--- src/rtl/serial_frame_tx.sv ---
// serial_frame_tx: takes parallel words over a valid/ready handshake and
// shifts them out one bit per clock on x. When no word is in flight, x
// carries IDLE_BIT. words_sent counts fully transmitted words.
//
// state    | meaning
// ---------+---------------------------------------------------------
// ST_IDLE  | no word in flight, x = IDLE_BIT, ready for a new word
// ST_SHIFT | shifting a word out, x = head of shift register
//
// In ST_SHIFT with bitcnt == WIDTH-1 the last bit is on x. A new word may
// be accepted on that same edge, so back-to-back words have no idle gap.
module serial_frame_tx #(
    parameter int unsigned WIDTH     = 8,
    parameter bit          MSB_FIRST = 1'b1,
    parameter bit          IDLE_BIT  = 1'b1,
    parameter int unsigned CNT_W     = 10
) (
    input  logic             clk,
    input  logic             rst,
    input  logic [WIDTH-1:0] data_in,
    input  logic             data_valid,
    output logic             data_ready,
    output logic             x,
    output logic             x_valid,
    output logic             busy,
    output logic [CNT_W-1:0] words_sent
);

    localparam int unsigned   BW   = (WIDTH > 1) ? $clog2(WIDTH) : 1;
    localparam logic [BW-1:0] LAST = BW'(WIDTH - 1);

    typedef enum logic {
        ST_IDLE  = 1'b0,
        ST_SHIFT = 1'b1
    } state_t;

    state_t           state;
    state_t           state_nxt;
    logic [WIDTH-1:0] shreg;
    logic [BW-1:0]    bitcnt;
    logic             at_last;
    logic             accept;

    assign at_last    = (state == ST_SHIFT) && (bitcnt == LAST);
    assign data_ready = !rst && ((state == ST_IDLE) || at_last);
    assign accept     = data_valid && data_ready;

    // State register
    always_ff @(posedge clk) begin
        if (rst) begin
            state <= ST_IDLE;
        end else begin
            state <= state_nxt;
        end
    end

    // Next-state decode
    always_comb begin
        state_nxt = state;
        case (state)
            ST_IDLE: begin
                if (accept) begin
                    state_nxt = ST_SHIFT;
                end
            end
            ST_SHIFT: begin
                if (at_last) begin
                    state_nxt = accept ? ST_SHIFT : ST_IDLE;
                end
            end
            default: state_nxt = ST_IDLE;
        endcase
    end

    // Shift register and bit counter: load on accept, otherwise shift toward the head
    always_ff @(posedge clk) begin
        if (rst) begin
            shreg  <= '0;
            bitcnt <= '0;
        end else if (accept) begin
            shreg  <= data_in;
            bitcnt <= '0;
        end else if ((state == ST_SHIFT) && !at_last) begin
            if (MSB_FIRST) begin
                shreg <= shreg << 1;
            end else begin
                shreg <= shreg >> 1;
            end
            bitcnt <= bitcnt + BW'(1);
        end
    end

    // Completed-word counter, bumps on every last-bit edge and wraps freely
    always_ff @(posedge clk) begin
        if (rst) begin
            words_sent <= '0;
        end else if (at_last) begin
            words_sent <= words_sent + CNT_W'(1);
        end
    end

    // Output decode from registered state only
    always_comb begin
        x       = IDLE_BIT;
        x_valid = 1'b0;
        busy    = 1'b0;
        if (state == ST_SHIFT) begin
            x       = MSB_FIRST ? shreg[WIDTH-1] : shreg[0];
            x_valid = 1'b1;
            busy    = 1'b1;
        end
    end

endmodule

--- config.mk ---
export PLATFORM = sky130hd
export DESIGN_NAME = serial_frame_tx
export DESIGN_NICKNAME = d
export VERILOG_FILES = /design/src/rtl/serial_frame_tx.sv
export SDC_FILE = /design/constraint.sdc
export NUM_CORES = 1
export LEC_CHECK = 0
export ABC_AREA = 0
export BUFFER_PORTS_ARGS = -buffer_cell sky130_fd_sc_hd__buf_2
export CAP_MARGIN = 5
export CORE_MARGIN = 1
export CORE_UTILIZATION = 48
export CTS_BUF_LIST = sky130_fd_sc_hd__clkbuf_8
export DETAILED_ROUTE_END_ITERATION = 8
export GPL_TIMING_DRIVEN = 1
export PLACE_DENSITY = 0.87
export REMOVE_ABC_BUFFERS = 1
export SLEW_MARGIN = 40
export SYNTH_ARGS = -nofsm -noshare
export SYNTH_HDL_FRONTEND = slang
export SYNTH_SLANG_ARGS = --single-unit
--- constraint.sdc ---
create_clock -name clk -period 1.5 [get_ports clk]
set_input_delay 0.375 -clock clk [delete_from_list [all_inputs] [get_ports clk]]
set_output_delay 0.375 -clock clk [all_outputs]
set_load 0.02 [all_outputs]
* Word-level counts from Yosys, hierarchy flattened *
Cells that the tools add are included.

word-level totals
  bits in registers = 22
  output and inout port bits = 14
  word-level logic and storage cells = 24
  input bits = 11

operators by class
  reduce and logical (&&, ||, !) cells = 9
  mux-type cells = 7
  bitwise gates (word level) = 1
  $add $sub $neg = 2
  eq/ne operators = 1

operator list
  kind                     number
  $mux W8                  2
  $add A10 B1 Y10 const B  1
  $logic_and A1 B1 Y1      4
  $mux W1                  4
  $add A3 B1 Y3 const B    1
  $eq A3 B3 Y1 const B     1
  $logic_not A1 Y1         2
  $pmux W1 S2              1
  $reduce_bool A2 Y1       1
  $reduce_or A2 Y1         1
  $logic_or A1 B1 Y1       1
  $not A1 Y1               1

* Depth between registers and ports, before layout *
  depth after elaboration = 8
  depth in mapped cells = 7
  mapped depth without buffers = 5

* Worst setup path after synthesis *
No wires, ideal clock.

  path type = reg-to-reg
  from = register bitcnt[0]
  to = register words_sent[9]
  cell stages (with the launch flop) = 6
  path buffers = 0
  path slack = -0.073 ns
  data required time = 1.379 ns
  clock period less this slack = 1.573 ns
  library setup time = 0.121 ns
  arrival time = 1.452 ns
  path through = dfxtp_1 > ha_1 > ha_1 > nand2_2 > nor4_1 > mux2_2

between the ends
  longest elaborated chain between the ends = 2

RTL lines
  item                      line  text
  start: declaration        40    logic [BW-1:0] bitcnt;
  start signal: assignment  89    bitcnt <= bitcnt + BW'(1);
  $eq A3 B3 Y1              44    assign at_last = (state == ST_SHIFT) && (bitcnt == LAST);
  $logic_and A1 B1 Y1       44
  end signal: assignment    98    words_sent <= words_sent + CNT_W'(1);
  end: declaration          26    output logic [CNT_W-1:0] words_sent

No other way between the ends.
A chain may end at the register's enable or synchronous reset.

* Worst setup path in the final report *
  from = register bitcnt[0]
  to = output data_ready

between the ends
  longest elaborated chain between the ends = 4

RTL lines
  item                 line  text
  $eq A3 B3 Y1         44
  $logic_and A1 B1 Y1  44
  $logic_or A1 B1 Y1   45    assign data_ready = !rst && ((state == ST_IDLE) || at_last);
  $logic_and A1 B1 Y1  45
  end: declaration     22    output logic data_ready,

No other way between the ends.

==> summary.txt <==
Flow run
  – Max_cap viols: 0

Clocking
  – Latest clock arrival within the worst-skew pair: 260 ps
  – Clock buffer depth: 2
  – Hold buffers post-CTS: 0
  – CTS tree: yes
  – Total CTS buffers: 3
  – Root buffer cell: clkbuf_8
  – CTS Sinks: 22
  – Clk slew on worst S/H paths: 80 ps
  – H-tree depth: 1

Logic synthesis
  – Commonest cells in the netlist: dfxtp_1 (22), nor2_1 (13), a21oi_1 (10), mux2i_1 (8), a211oi_1 (7)
  – Post-synth top area share: 0.446
  – Most common cell in the netlist: dfxtp_1
  – Simple-gate share of the synthesized area: 0.223
  – Ys async rst share: 0
  – Post-synthesis sequential area ratio: 0.446
  – Top cells by area, synth: dfxtp_1 (45%), mux2i_1 (8.1%), a211oi_1 (5.3%), a21oi_1 (5.1%), nor2_1 (4.9%)
  – Cell taking the most area after synthesis: dfxtp_1
  – Compound-Gate Fraction of Synth Area: 0.144
  – Syn Area/Cell: 9.14 um^2
  – Largest family of logic cells by synthesized area: simple AND/OR/NAND/NOR gates
  – Post-Synth XOR/XNOR Area: 0.0177
  – Synth Area in Adders: 0.0380
  – Top FF cell, synth: dfxtp_1
  – Cells after synthesis: 108
  – Synthesized flop and latch total: 22
  – YS warnings: 0
  – Post-synth cell types: 27
  – Synth Cell Area: 987 um^2
  – Multiplexer share of the synthesized area: 0.0925
  – EDFF count, synth: 0

Placement
  – GPL Wtd Cong: 0.782
  – I/O Buffers: 24
  – Placed instance count: 163
  – Hpwl dp: 1.55 mm

Setup path
  – WP data required: 1120 ps
  – CP arrival: 1240 ps
  – WS Path Type: reg2out
  – Crit end category: output pin
  – CP Launch Type: flop
  – Worst Path Max Fanout: 4

STA
  – Final worst slack: -115 ps
  – Final setup fails: 7
  – Worst Tran Pin Value: 279 ps
  – RSZ-0062 raised after global routing: true
  – Final period util: 1.08
  – Endpoints failing hold: 0
  – Max-slew violations: 0
  – Final setup skew: 0.727 ps
  – Max_slew headroom: 0.812
  – Max Freq: 619 MHz
  – Post-layout min period: 1610 ps

Die
  – Die Area: 2240 um^2
  – Die X-Extent: 47.4 um
  – I/O Pins: 25
  – Initial Util: 0.508
  – Core ar.: 1940 um^2
  – Core Rows: 16
  – Die Ht: 47.4 um

Routing
  – Final ANT Viol Nets: 0
  – WL/cell: 13.4 um
  – Via Count: 922
  – Total Routed Length: 2.24 mm
  – Post-DR vias/cell: 5.52
  – DRC: 0
  – Pre-Repair DR Iteration Count: 4
  – DRT iter0 DRCs: 14

Global routing
  – Total track usage: 0.229
  – Met1 Usage GRT: 0.270
  – GR Util met3: 0.0385
  – Gr ovfl total: 0
  – Global-route wire length before repair: 3.53 mm
  – GR peak layer: met2
  – Number of global-route vias before repair: 800
  – Largest net degree at the start of global routing: 18
  – Initial antenna violation count: 0
  – Met2 usage: 0.403

Power
  – Clk pwr share: 0.325
  – Sw Ratio: 0.239
  – Pint: 855 uW
  – Share of power burned in registers: 0.551
  – Leak Pwr: 0.568 nW
  – Comb pwr share: 0.124
  – P_sw: 269 uW
  – Tot Pwr: 1.12 mW
  – PwrDens: 848 nW/um^2
  – Peak VDD IR: 582 uV

Finish
  – Synthesis-to-finish area growth: 34.2%
  – Util after Layout: 0.682
  – Nets: 156
  – Final Non-Filler Cells: 167
  – Diodes inserted: 0
  – Share of post-route cells with drive strength above 1: 0.364

Run status
  – Failing checks: negative setup slack
  – Status: finished, violations left

Hold path
  – Hold Path Class: in2reg
-- stage by stage --
step | instance area (um^2) | worst slack [ps] | hold slack (ps) | TNS [ps]
3_5_place_dp | 1200 | -181 | 484 | -602
5_1_grt | 1330 | -164 | 450 | -779
2_1_floorplan | 957 | -99.4 | 444 | -255
3_3_place_gp | 1200 | -60.8 | 477 | -214
6_report | 1330 | -115 | 410 | -339
4_1_cts | 1310 | -117 | 422 | -228
-- flip-flops by register name, summed over array words and instances (netlist names) --
register / cells
words_sent: 10
shreg: 8
bitcnt: 3
state: 1
-- power by group through the flow --
stage,combinational (mW),clock [mW],sequential (mW)
after global routing,0.152,0.391,0.622
after detailed placement,0.128,0,0.633
after CTS,0.137,0.369,0.619
final,0.140,0.365,0.619
after floorplan,0.0565,0,0.636
after global placement,0.122,0,0.632
-- cell usage in the layout, fill, tap and decap left out --
cell       n
a211oi_1   7
a21oi_1    9
a21oi_2    1
buf_12     1
buf_2     22
buf_4     10
buf_6      2
clkbuf_8   3
dfxtp_1   19
dfxtp_2    2
dfxtp_4    1
ha_1       1
ha_4       2
inv_1      2
mux2_2     1
mux2i_1    8
nand2_1    5
nand2_2    1
nand2b_1   2
nand3_1    3
nand3_2    1
nand3b_1   3
nand4_1    2
nor2_1    13
nor2b_1    1
nor2b_4    1
nor3_1     1
nor4_4     1
o21ai_0    2
o31ai_1    4
or2b_1     1
or3_1      2
or4_1      2
or4_4      2
xor2_1     2
-- worst paths after layout --
path / cells past startpoint / slack (ps) / from / endpoint
worst max register to register: 6 / -100 / bitcnt[0]$_SDFFE_PP0P_ / words_sent[8]$_SDFFE_PP0P_
worst min-delay path: 3 / 410 / data_in[0] / shreg[0]$_SDFFE_PP0P_
worst max-delay path: 5 / -110 / bitcnt[0]$_SDFFE_PP0P_ / data_ready
worst min register to register: 2 / 500 / words_sent[7]$_SDFFE_PP0P_ / words_sent[7]$_SDFFE_PP0P_
-- logic make-up (layout without fill, tap and decap cells) --
kind of cell	count (synthesis)	in the layout
AO/OA/AOI/OAI	23	23
AND/OR/NAND/NOR	41	41
flip-flops	22	22
adder cells (fa/ha/maj)	3	3
XOR/XNOR	2	2
buffers and inverters	8	40
multiplexers	9	9
-- repair_timing --
action	in CTS	in global routing
gates resized for setup	14	5
pin swaps	5	1
buffers inserted	1	0
setup endpoints to repair	13	9
-- layer usage --
layer,vias to the layer above,share of wire
met4,0,0.013
met1,435,0.42
met3,4,0.038
met2,29,0.53
met5,-,0
li1,454,-
-- area by class of cell --
cell class / count / area, um^2
clock buffers: 3 / 41.3
fillers: 168 / 617
inverters: 2 / 7.51
multi-input cells: 78 / 568
flip-flops and latches: 22 / 447
well taps: 27 / 33.8
repair buffers: 35 / 228
-- critical path, stage by stage, from the launching register on --
cell	delay, ps
dfxtp_2	340
ha_4	160
ha_4	170
nor2b_4	120
nor2_1	40
buf_4	150
Power figures use the tool's default switching activity.
